===== config.mk =====
export PLATFORM = sky130hd
export DESIGN_NAME = key_input_port
export DESIGN_NICKNAME = d
export VERILOG_FILES = /design/src/rtl/key_input_pkg.sv /design/src/rtl/key_debouncer.sv /design/src/rtl/key_input_port.sv
export SDC_FILE = /design/constraint.sdc
export NUM_CORES = 1
export LEC_CHECK = 0
export ABC_AREA = 1
export BUFFER_PORTS_ARGS = -buffer_cell sky130_fd_sc_hd__buf_2
export CAP_MARGIN = 20
export CORE_ASPECT_RATIO = 0.9
export CORE_UTILIZATION = 35
export CTS_BUF_LIST = sky130_fd_sc_hd__clkbuf_4
export DETAILED_ROUTE_END_ITERATION = 6
export PLACE_DENSITY = 0.59
export SLEW_MARGIN = 25
export SYNTH_ARGS = -nofsm -noshare
export SYNTH_HDL_FRONTEND = slang
export SYNTH_SLANG_ARGS = --single-unit

===== constraint.sdc =====
create_clock -name clk -period 1.5 [get_ports clk]
set_input_delay 0.3 -clock clk [delete_from_list [all_inputs] [get_ports clk]]
set_output_delay 0.3 -clock clk [all_outputs]
set_load 0.01 [all_outputs]

===== src/rtl/key_input_pkg.sv =====
// Shared register map and defaults for the pushbutton input port.
// Purely constants; no logic, no latency.
package key_input_pkg;
   localparam logic [1:0] ADDR_DATA     = 2'd0;
   localparam logic [1:0] ADDR_IRQ_MASK = 2'd1;
   localparam logic [1:0] ADDR_EDGE     = 2'd2;
   localparam logic [1:0] ADDR_RAW      = 2'd3;

   // 10 ms of stability at 50 MHz
   localparam int DEBOUNCE_DEFAULT = 500000;
endpackage


===== src/rtl/key_debouncer.sv =====
// One-key synchronizer plus debouncer; pin-to-debounced latency is 2 + DEBOUNCE_CYCLES clocks.
// Free-running input path with no backpressure; any bounce before the threshold restarts the count.
module key_debouncer
   import key_input_pkg::*;
#(
   parameter int DEBOUNCE_CYCLES = DEBOUNCE_DEFAULT
) (
   input  logic clk,
   input  logic reset_n,
   input  logic key_n,
   output logic pressed_sync,
   output logic debounced
);
   localparam int CW = $clog2(DEBOUNCE_CYCLES);
   localparam logic [CW-1:0] LAST = CW'(DEBOUNCE_CYCLES - 1);

   logic          sync1;
   logic          sync2;
   logic [CW-1:0] count;

   assign pressed_sync = ~sync2;

   // The counter clears at the threshold, so it can never wrap.
   always_ff @(posedge clk or negedge reset_n) begin
      if (!reset_n) begin
         sync1     <= 1'b1;
         sync2     <= 1'b1;
         count     <= '0;
         debounced <= 1'b0;
      end else begin
         sync1 <= key_n;
         sync2 <= sync1;
         if (pressed_sync == debounced) begin
            count <= '0;
         end else if (count == LAST) begin
            debounced <= pressed_sync;
            count     <= '0;
         end else begin
            count <= count + CW'(1);
         end
      end
   end
endmodule


===== src/rtl/key_input_port.sv =====
// Avalon-MM pushbutton port: debounced DATA, IRQ_MASK, W1C EDGE_CAPTURE and RAW registers plus level irq.
// Read latency is 1 clock; no wait states or backpressure, so every strobe is accepted on its edge.
module key_input_port
   import key_input_pkg::*;
#(
   parameter int WIDTH           = 4,
   parameter int DEBOUNCE_CYCLES = DEBOUNCE_DEFAULT
) (
   input  logic             clk,
   input  logic             reset_n,
   input  logic [1:0]       address,
   input  logic             chipselect,
   input  logic             read,
   input  logic             write,
   input  logic [31:0]      writedata,
   output logic [31:0]      readdata,
   output logic             irq,
   input  logic [WIDTH-1:0] keys_n
);
   logic [WIDTH-1:0] pressed_sync;
   logic [WIDTH-1:0] debounced;
   logic [WIDTH-1:0] debounced_d;
   logic [WIDTH-1:0] edge_capture;
   logic [WIDTH-1:0] irq_mask;
   logic [WIDTH-1:0] edge_clr;
   logic [31:0]      rd_word;
   logic             wr_en;
   logic             rd_en;
   logic             unused_wdata;

   for (genvar i = 0; i < WIDTH; i++) begin : g_key
      key_debouncer #(
         .DEBOUNCE_CYCLES(DEBOUNCE_CYCLES)
      ) u_deb (
         .clk         (clk),
         .reset_n     (reset_n),
         .key_n       (keys_n[i]),
         .pressed_sync(pressed_sync[i]),
         .debounced   (debounced[i])
      );
   end

   assign wr_en        = chipselect && write;
   assign rd_en        = chipselect && read;
   assign edge_clr     = (wr_en && address == ADDR_EDGE) ? writedata[WIDTH-1:0] : '0;
   assign unused_wdata = ^writedata;

   always_comb begin
      rd_word = '0;
      case (address)
         ADDR_DATA:     rd_word[WIDTH-1:0] = debounced;
         ADDR_IRQ_MASK: rd_word[WIDTH-1:0] = irq_mask;
         ADDR_EDGE:     rd_word[WIDTH-1:0] = edge_capture;
         default:       rd_word[WIDTH-1:0] = pressed_sync;
      endcase
   end

   // Set term is OR'ed after the clear so a press arriving with a W1C is kept.
   always_ff @(posedge clk or negedge reset_n) begin
      if (!reset_n) begin
         debounced_d  <= '0;
         edge_capture <= '0;
         irq_mask     <= '0;
         readdata     <= '0;
      end else begin
         debounced_d  <= debounced;
         edge_capture <= (edge_capture & ~edge_clr) | (debounced & ~debounced_d);
         if (wr_en && address == ADDR_IRQ_MASK)
            irq_mask <= writedata[WIDTH-1:0];
         if (rd_en)
            readdata <= rd_word;
      end
   end

   assign irq = |(edge_capture & irq_mask);
endmodule


==> flow_summary.json, run 1 <==
{
  "status": "finished, violations left",
  "violations": "negative setup slack",
  "viasPerCell": 4.50,
  "drive_gt1_share_pct": 14.9,
  "die_y_um": 124,
  "syn_inst": 773,
  "initial_utilization_pct": 35.8,
  "grtUsageMet1_pct": 22.1,
  "insertion_delay_ns": 0.48,
  "cts.sinks": 104,
  "p_sw_share_pct": 27.0,
  "core-area_mm2": 0.0161,
  "dpl.hpwl_um": 8940,
  "min_period_ns": 1.58,
  "hold_viol": 0,
  "rsz0062_at_grt": "yes",
  "cts-buffers-inserted": 9,
  "fmax_ghz": 0.635,
  "timing.final.crit_share_pct": 105,
  "dp_worst_setup_slack_ns": 0.0277,
  "pwr-share-clk_pct": 28.0,
  "nNetsFinal": 885,
  "yosysSeqAreaShare_pct": 45.3,
  "max-vdd-ir-drop_mv": 0.571,
  "leakage_nw": 2.84,
  "synth_cell_type_count": 30,
  "htreeDepth": 3,
  "p_per_area_mw_per_mm2": 727,
  "internal-power_mw": 3.46,
  "comb_power_share_pct": 9.2,
  "place.port_buffers": 19,
  "drt-initial-drc-count": 294,
  "maxCapViolCount": 0,
  "ios": 76,
  "fin_total_pwr_mw": 4.74,
  "slew_viol_final": 0,
  "final-instance-count-excl-fill": 1050,
  "worstPathRequired_ns": 1.20,
  "overflow": 0,
  "rows": 44,
  "finalSetupViolCount": 1,
  "top_usage_layer": "met2",
  "place_congestion": 0.863,
  "hold_path_class": "input pin to register",
  "grtUsageMet3_pct": 3.50,
  "synth_area_mm2": 0.00577,
  "clkTransAtPathRegs_ns": 0.16,
  "worstSetupEndpointType": "primary output",
  "synth_seq_cells": 104,
  "die_w_um": 137,
  "path_class": "register to primary output",
  "pwr-share-seq_pct": 62.8,
  "power.switching_mw": 1.28,
  "grtUsageTotal_pct": 15.7,
  "ctsLongestPathBuffers": 2,
  "fill_cells": 1706,
  "route.detailed.wl_per_inst_um": 11.6,
  "ys_warn_count": 0,
  "grt_pass1_wl_um": 20700,
  "tritoncts": "yes",
  "drtPass1Iterations": 5,
  "dieArea_mm2": 0.0170,
  "r2r_slack_ns": 0.12,
  "fin_skew_ns": 0.0132,
  "detail-route-antenna-nets": 0,
  "vias": 4726,
  "root_buffer": "clkbuf_4",
  "arrival_ns": 1.28,
  "grt_max_degree": 59,
  "dp.cells": 1020,
  "grt_pass1_vias": 4386,
  "wirelength_um": 12100,
  "diodes": 0,
  "grtUsageMet2_pct": 24.2,
  "drc": 0,
  "antenna_found_initial": 0,
  "worst_slack_ns": -0.0755,
  "cp-start-kind": "register",
  "syn2layout_area_growth_pct": 13.0,
  "avgSynthCellArea_um2": 7.46,
  "tns_ns": -0.0755,
  "cp_max_fo": 3
}
[final cells by class]
cell class              instances  area (µm²)  area share, %
well taps                     207         259           3.97
inverters                      86         323           4.95
clock buffers                  11        82.6           1.27
repair buffers                 56         413           6.34
clock inverters                 5        31.3          0.480
multi-input cells             581        2800           42.9
flip-flops and latches        104        2610           40.1
[power groups by stage]
stage               sequential, mW  clock [mW]  combinational, mW
detailed placement            3.03           0              0.382
CTS                           2.97        1.40              0.435
global route                  2.99        1.48              0.507
global placement              3.03           0              0.378
floorplan                     3.02           0              0.245
finish                        2.97        1.33              0.436
[state kept, by name (all words and copies together) (netlist names)]
register               count
readdata                   4
g_key.u_deb.count         76
g_key.u_deb.sync1          4
g_key.u_deb.sync2          4
edge_capture               4
debounced_d                4
irq_mask                   4
g_key.u_deb.debounced      4
[metrics by stage]
stage                     utilization, %  hold WS [ns]  area, µm²
after floorplan                        -       0.00441       5870
after global placement              38.5         0.315       6210
after detailed placement            38.5         0.314       6210
after CTS                           39.7        0.0647       6410
after global routing                40.4        0.0895       6520
final                               40.4        0.0914       6520
[critical path: stages, from the launching register on]
cell and delay (ns):
dfrtp_1 0.43, nand2_1 0.08, nand4_1 0.12, buf_2 0.17
[logic make-up after synthesis]
| logic type | share of synthesized area (%) |
|---|---|
| AO/OA/AOI/OAI | 3.95 |
| XOR/XNOR | 6.05 |
| adder cells (fa/ha/maj) | 0.868 |
| buffers and inverters | 9.33 |
| flip-flops | 45.3 |
| other | 0.0650 |
| AND/OR/NAND/NOR | 34.4 |
[layout by cell type, fill, tap and decap left out, types with 5 or more instances in the layout]
cell type      count
nand3_1           56
inv_1             82
nand2_2           12
buf_2             18
nor2_1           191
nor2_4             6
nor3b_1            5
dfrtp_1           96
nand4_1           10
clkbuf_4          11
xnor2_1           15
xor2_1            21
o21ai_0           18
conb_1            28
nor2_2            19
dlygate4sd3_1      5
nand2_1          157
a21oi_1           14
buf_4             31
dfstp_2            8
[synth_stat cells, drive strengths merged]
cell type | count | share of area (%)
a21oi | 14 | 1.2
a31oi | 1 | 0.11
a41oi | 1 | 0.15
and2 | 4 | 0.43
and3 | 1 | 0.11
buf | 29 | 3.7
conb | 1 | 0.065
dfrtp | 96 | 42
dfstp | 8 | 3.6
ha | 4 | 0.87
inv | 86 | 5.6
nand2 | 171 | 11
nand3 | 59 | 5.3
nand4 | 10 | 1.1
nor2 | 216 | 15
nor3 | 2 | 0.17
nor3b | 5 | 0.65
o2111ai | 3 | 0.46
o21ai | 22 | 1.9
o22ai | 1 | 0.11
xnor2 | 18 | 2.9
xor2 | 21 | 3.2
[worst paths after layout]
| kind | startpoint | to | cells past startpoint |
|---|---|---|---|
| worst max-delay path | irq_mask[2] | irq | 3 |
| worst min-delay path | writedata[1] | irq_mask[1] | 3 |
| worst max register to register | g_key[2].u_deb.count[0] | g_key[2].u_deb.count[17] | 8 |
| worst min register to register | g_key[0].u_deb.sync1 | g_key[0].u_deb.sync2 | 0 |
| max in group asynchronous | reset_n | g_key[3].u_deb.sync2 | 3 |
| min in group asynchronous | reset_n | g_key[0].u_deb.count[7] | 3 |
[layer usage]
layer	part of all wire (%)	routed length, µm
met1	51	6140
met3	3.2	386
met4	1.1	137
met5	0	0
met2	45	5470
[what timing repair did]
| action | in CTS | in global routing |
|---|---|---|
| setup buffers | 5 | 4 |
| endpoints found under the setup margin | 1 | 41 |
| gates cloned | 0 | 0 |
| hold endpoints to repair | 100 | 0 |
| hold buffers | 5 | 0 |
| pin swaps | 1 | 7 |
| gates resized for setup | 0 | 23 |
Note: power is estimated with default switching activity, not from simulation.
==> run 2: changes to the inputs <==
--- a/config.mk
+++ b/config.mk
@@ -7,7 +7,6 @@
 export LEC_CHECK = 0
 export ABC_AREA = 1
 export BUFFER_PORTS_ARGS = -buffer_cell sky130_fd_sc_hd__buf_2
-export CAP_MARGIN = 20
 export CORE_ASPECT_RATIO = 0.9
 export CORE_UTILIZATION = 35
 export CTS_BUF_LIST = sky130_fd_sc_hd__clkbuf_4
@@ -16,4 +15,5 @@
 export SLEW_MARGIN = 25
 export SYNTH_ARGS = -nofsm -noshare
 export SYNTH_HDL_FRONTEND = slang
+export SYNTH_HIERARCHICAL = 1
 export SYNTH_SLANG_ARGS = --single-unit
==> flow_summary.json, run 2 <==
{
  "status": "finished, violations left",
  "violations": "negative setup slack",
  "maxCapViolCount": 0,
  "syn_inst": 725,
  "path_class": "register to primary output",
  "hold_viol": 0,
  "grt_pass1_wl_um": 19800,
  "grt_max_degree": 32,
  "ctsLongestPathBuffers": 2,
  "core-area_mm2": 0.0161,
  "timing.final.crit_share_pct": 104,
  "pwr-share-clk_pct": 29.6,
  "r2r-end": "g_key[0].u_deb/count[16]",
  "hold_path_class": "input pin to register",
  "slew_viol_final": 0,
  "worstHoldEndpoint": "irq_mask[0]",
  "overflow": 0,
  "cp_max_fo": 2,
  "p_per_area_mw_per_mm2": 759,
  "r2r-start": "g_key[0].u_deb/count[0]",
  "drt-initial-drc-count": 240,
  "grt_pass1_vias": 4261,
  "power.switching_mw": 1.31,
  "diodes": 0,
  "worst_slack_ns": -0.0638,
  "insertion_delay_ns": 0.48,
  "finalSetupViolCount": 1,
  "crit_slowest_cell": "dfrtp_1",
  "synth_cell_type_count": 27,
  "synth_seq_cells": 104,
  "die_y_um": 124,
  "fin_skew_ns": 0.0185,
  "yosysTopAreaCell": "dfrtp_1",
  "drtPass1Iterations": 4,
  "cts.sinks": 104,
  "grtUsageMet2_pct": 23.8,
  "final_cell_mix": "nand2_1 (131), nor2_1 (131), dfrtp_1 (96)",
  "detail-route-antenna-nets": 0,
  "dpl.hpwl_um": 8340,
  "vias": 4414,
  "fmax_ghz": 0.639,
  "place_congestion": 0.812,
  "initial_utilization_pct": 35.9,
  "top_usage_layer": "met2",
  "min_period_ns": 1.56,
  "tritoncts": "yes",
  "r2r_slack_ns": 0.11,
  "nNetsFinal": 821,
  "synth_area_mm2": 0.00579,
  "internal-power_mw": 3.59,
  "dpl_cell_area_mm2": 0.00613,
  "avgSynthCellArea_um2": 7.99,
  "synth_edf_count": 0,
  "comb_power_share_pct": 9.7,
  "root_buffer": "clkbuf_4",
  "ys_warn_count": 6,
  "route.detailed.wl_per_inst_um": 11.4,
  "synth-main-ff-cell": "dfrtp_1",
  "hp-start": "writedata[0]",
  "synth_most_common_cell": "nand2_1",
  "grtUsageMet1_pct": 19.6,
  "netlist_top_cells_count": "nand2_1 (135), nor2_1 (133), dfrtp_1 (96), inv_1 (90), nand3_1 (52)",
  "tns_ns": -0.0638,
  "p_sw_share_pct": 26.7,
  "syn2layout_area_growth_pct": 11.3,
  "crit_chain": "nand2_1, nand4_1, buf_2",
  "grtUsageTotal_pct": 14.9,
  "drc": 0,
  "largest_register_ffs": 76,
  "clkTransAtPathRegs_ns": 0.16,
  "viasPerCell": 4.48,
  "drive_gt1_share_pct": 18.8,
  "wirelength_um": 11300,
  "fin_util_pct": 40.0,
  "max-vdd-ir-drop_mv": 0.366,
  "r2r_cells": 8,
  "worstPathRequired_ns": 1.20,
  "rows": 44,
  "design_area_mm2": 0.00645,
  "leakage_nw": 2.88,
  "pwr-share-seq_pct": 60.6,
  "regMostFlops": "g_key.u_deb/count",
  "die_w_um": 138,
  "cts-buffers-inserted": 9,
  "dieArea_mm2": 0.0171,
  "antenna_found_initial": 0,
  "fin_hold_ws_ns": 0.101,
  "rsz0062_at_grt": "yes",
  "synth_top_area_share_pct": 41.5,
  "async_flop_share_pct": 100,
  "cp-start-kind": "register",
  "max_stage_delay_ns": 0.42,
  "yosysSeqAreaShare_pct": 45.1,
  "place.port_buffers": 19,
  "hold_depth": 3,
  "ios": 76,
  "worstSetupEndpointType": "primary output",
  "grtUsageMet3_pct": 4.48,
  "htreeDepth": 3,
  "arrival_ns": 1.26,
  "synthTopCellsByArea": "dfrtp_1 (41%), nand2_1 (8.7%), nor2_1 (8.6%), inv_1 (5.8%), nand3_1 (4.5%)"
}
==> run 2: final cells by class <==
cell class | instances | area, µm²
Fill cell | 1674 | 9680
Tap cell | 207 | 259
Multi-Input combinational cell | 520 | 2770
Timing Repair Buffer | 40 | 305
Sequential cell | 104 | 2610
Clock buffer | 9 | 67.6
Inverter | 99 | 372
Clock inverter | 6 | 58.8
==> run 2: through the flow <==
stage	total power, mW	cells	setup WS [ns]
4_1_cts	4.98	983	-0.145
2_1_floorplan	3.29	752	0.231
3_3_place_gp	3.43	957	0.0618
3_5_place_dp	3.43	957	0.0406
6_report	4.90	985	-0.0638
5_1_grt	5.19	985	-0.202
==> run 2: worst max-delay path by stage <==
stage / from / endpoint / slack, ns
4_1_cts: edge_capture[1] / irq / -0.14
5_1_grt: edge_capture[0] / irq / -0.20
3_3_place_gp: g_key[0].u_deb/count[0] / g_key[0].u_deb/count[16] / 0.06
6_report: edge_capture[2] / irq / -0.06
3_5_place_dp: g_key[3].u_deb/count[0] / g_key[3].u_deb/count[16] / 0.04
2_1_floorplan: g_key[0].u_deb/count[0] / g_key[0].u_deb/count[16] / 0.23
==> run 2: what timing repair did <==
action / CTS / global route
buffers inserted: 6 / 2
pin swaps: 1 / 8
hold buffers: 5 / 0
setup endpoints to repair: 1 / 49
gates resized for setup: 0 / 21
endpoints found under the hold margin: 100 / 0
==> run 2: cells by family (layout without fill, tap and decap cells) <==
logic type	after synthesis	after routing	synth area share, %
AOI/OAI and AO/OA	52	52	4.67
xor gates and xnor gates	32	32	5.36
adders and majority gates	4	4	0.864
buffers and inverters	128	154	10.2
DFF	104	104	45.1
other	1	28	0.0647
and+or+nand+nor	404	404	33.8
==> run 2: critical path, delay by kind of cell (launching register included) <==
kind | cells | cell delay [ns]
simple gates | 2 | 0.20
buf+inv | 1 | 0.17
flops | 1 | 0.42
==> run 2: per-layer routing <==
| metal | vias to the layer above | share of wire, % |
|---|---|---|
| li1 | 2293 | - |
| met1 | 2065 | 50 |
| met2 | 49 | 46 |
| met3 | 7 | 3.6 |
| met4 | 0 | 0.83 |
| met5 | - | 0 |
==> run 2: power by group through the flow <==
stage | combinational [mW] | clock (mW) | sequential (mW)
6_report | 0.477 | 1.45 | 2.97
5_1_grt | 0.549 | 1.65 | 2.99
4_1_cts | 0.475 | 1.54 | 2.96
3_5_place_dp | 0.414 | 0 | 3.02
3_3_place_gp | 0.410 | 0 | 3.02
2_1_floorplan | 0.273 | 0 | 3.02
==> run 3: changes to the inputs <==
--- a/config.mk
+++ b/config.mk
@@ -5,13 +5,12 @@
 export SDC_FILE = /design/constraint.sdc
 export NUM_CORES = 1
 export LEC_CHECK = 0
-export ABC_AREA = 1
 export BUFFER_PORTS_ARGS = -buffer_cell sky130_fd_sc_hd__buf_2
 export CORE_ASPECT_RATIO = 0.9
-export CORE_UTILIZATION = 35
+export CORE_UTILIZATION = 61
 export CTS_BUF_LIST = sky130_fd_sc_hd__clkbuf_4
 export DETAILED_ROUTE_END_ITERATION = 6
-export PLACE_DENSITY = 0.59
+export PLACE_DENSITY = 0.9
 export SLEW_MARGIN = 25
 export SYNTH_ARGS = -nofsm -noshare
 export SYNTH_HDL_FRONTEND = slang
==> constraint.sdc (replaced) <==
create_clock -name clk -period 1.9 [get_ports clk]
set_input_delay 0.38 -clock clk [delete_from_list [all_inputs] [get_ports clk]]
set_output_delay 0.38 -clock clk [all_outputs]
set_load 0.01 [all_outputs]
==> flow_summary.json, run 3 <==
{
  "status": "completed",
  "multiInputGateArea_mm2": 0.00250,
  "maxCapViolCount": 0,
  "grt_max_degree": 39,
  "synthTopCellsByArea": "dfrtp_1 (45%), xnor2_1 (9.8%), nor2_1 (5.6%), buf_4 (4.5%), dfstp_2 (3.9%)",
  "rows": 32,
  "r2r_cells": 5,
  "final_common_cell": "dfrtp_1",
  "die_w_um": 101,
  "worst_slack_ns": 0.128,
  "synth_edf_count": 0,
  "route.detailed.wl_per_inst_um": 14.4,
  "fill_cells": 618,
  "yosysSeqAreaShare_pct": 48.6,
  "ios": 76,
  "drc": 0,
  "hold_viol": 0,
  "rsz0062_at_grt": "no",
  "regMostFlops": "g_key.u_deb/count",
  "tns_ns": 0,
  "detail-route-antenna-nets": 0,
  "drt-initial-drc-count": 169,
  "clkTransAtPathRegs_ns": 0.16,
  "synth_seq_cells": 104,
  "insertion_delay_ns": 0.46,
  "p_per_area_mw_per_mm2": 628,
  "ctsLongestPathBuffers": 2,
  "root_buffer": "clkbuf_4",
  "fin_skew_ns": 0.0178,
  "timing.final.crit_share_pct": 93.2,
  "fmax_ghz": 0.564,
  "vias": 3746,
  "grt_pass1_wl_um": 16800,
  "postCtsSetupRepairBufs": 0,
  "place.port_buffers": 19,
  "nNetsFinal": 597,
  "synth_area_mm2": 0.00537,
  "largest_register_ffs": 76,
  "avgSynthCellArea_um2": 10.6,
  "worstSetupEndpointType": "register",
  "hold_path_class": "input pin to register",
  "synth-main-ff-cell": "dfrtp_1",
  "min_period_ns": 1.77,
  "path_class": "register to register",
  "cts-buffers-inserted": 9,
  "worstPathRequired_ns": 2.27,
  "cp_max_fo": 9,
  "drive_gt1_share_pct": 19.3,
  "viasPerCell": 5.55,
  "seqCellArea_mm2": 0.00261,
  "overflow": 0,
  "max-vdd-ir-drop_mv": 0.611,
  "async_flop_share_pct": 100,
  "antenna_found_initial": 1,
  "htreeDepth": 3,
  "dpl.hpwl_um": 7060,
  "syn_inst": 508,
  "grt_pass1_vias": 3683,
  "arrival_ns": 2.14,
  "netlist_top_cells_count": "dfrtp_1 (96), nor2_1 (80), xnor2_1 (60), buf_4 (32), nand3_1 (28)",
  "finalSetupViolCount": 0,
  "syn2layout_area_growth_pct": 8.01,
  "fin_total_pwr_mw": 3.64,
  "cts.sinks": 104,
  "grtUsageTotal_pct": 23.2,
  "dp_worst_setup_slack_ns": 0.0833,
  "die_y_um": 91.0,
  "wirelength_um": 9700,
  "initial_utilization_pct": 62.7,
  "hold_depth": 2,
  "place_congestion": 0.878,
  "yosysTopAreaCell": "dfrtp_1",
  "cp-start-kind": "register",
  "fin_util_pct": 67.7,
  "final_cell_mix": "dfrtp_1 (96), nor2_1 (80), xnor2_1 (60)",
  "ys_warn_count": 6,
  "synth_most_common_cell": "dfrtp_1",
  "synth_top_area_share_pct": 44.7,
  "synth_cell_type_count": 34,
  "core-area_mm2": 0.00857,
  "tritoncts": "yes",
  "dieArea_mm2": 0.00919,
  "leakage_nw": 2.47,
  "slew_viol_final": 0,
  "drtPass1Iterations": 4
}
-- run 3: what timing repair did --
item                                    4_1_cts  5_1_grt
endpoints found under the hold margin        33        0
hold buffers                                  5        0
endpoints found under the setup margin        0        2
gates resized for setup                       0        3
-- run 3: final cells by class --
| type | count | share of cell area, % |
|---|---|---|
| flip-flops and latches | 104 | 45.0 |
| multi-input cells | 366 | 43.1 |
| repair buffers | 45 | 5.69 |
| clock buffers | 10 | 1.29 |
| inverters | 24 | 1.55 |
| well taps | 119 | 2.57 |
| diodes | 1 | 0.0431 |
| clock inverters | 6 | 0.733 |
-- run 3: final timing paths --
| path | startpoint | endpoint | slack (ns) |
|---|---|---|---|
| setup / recovery | g_key[3].u_deb/count[1] | g_key[3].u_deb/count[18] | 0.13 |
| max in group asynchronous | reset_n | g_key[3].u_deb/sync1 | 0.87 |
| min in group asynchronous | reset_n | g_key[1].u_deb/count[4] | 0.40 |
| setup reg to reg | g_key[3].u_deb/count[1] | g_key[3].u_deb/count[18] | 0.13 |
| hold reg to reg | g_key[1].u_deb/sync1 | g_key[1].u_deb/sync2 | 0.37 |
| hold / removal | writedata[0] | irq_mask[0] | 0.15 |
-- run 3: power by group --
part | internal (mW) | switching, mW
Clock | 0.289 | 0.715
Sequential | 2.28 | 0.0573
Combinational | 0.124 | 0.175
-- run 3: logic make-up (layout without fill, tap and decap cells) --
family          after synthesis  in the layout  synth area share [%]
simple gates                228            228                  24.8
flops                       104            104                  48.6
buf+inv                      65             85                  7.10
xor+xnor                     64             64                  10.4
mux                          24             24                  5.68
compound gates               18             18                  2.33
fa+ha+maj                     4              4                 0.932
other cells                   1             29                0.0698
-- run 3: critical path: stages (launching register included) --
cell     delay [ns]
dfrtp_1        0.46
ha_1           0.25
nand4_2        0.27
nor4_2         0.40
mux2i_1        0.23
nor3_1         0.07
-- run 3: routing by layer --
metal | global-route usage, % | wire length (µm) | vias to the layer above
met5 | 0 | 0 | -
met4 | 6.28 | 112 | 0
met3 | 5.70 | 445 | 14
met2 | 38.8 | 4870 | 99
met1 | 30.2 | 4270 | 1853
li1 | - | - | 1780
-- run 3: metrics by stage --
step                      cell area, µm²  hold slack [ns]  instances
after floorplan                     5470           0.0844        535
after detailed placement            5610            0.347        653
after global routing                5800            0.131        674
after global placement              5610            0.347        653
after CTS                           5780            0.133        674
final                               5800            0.150        675
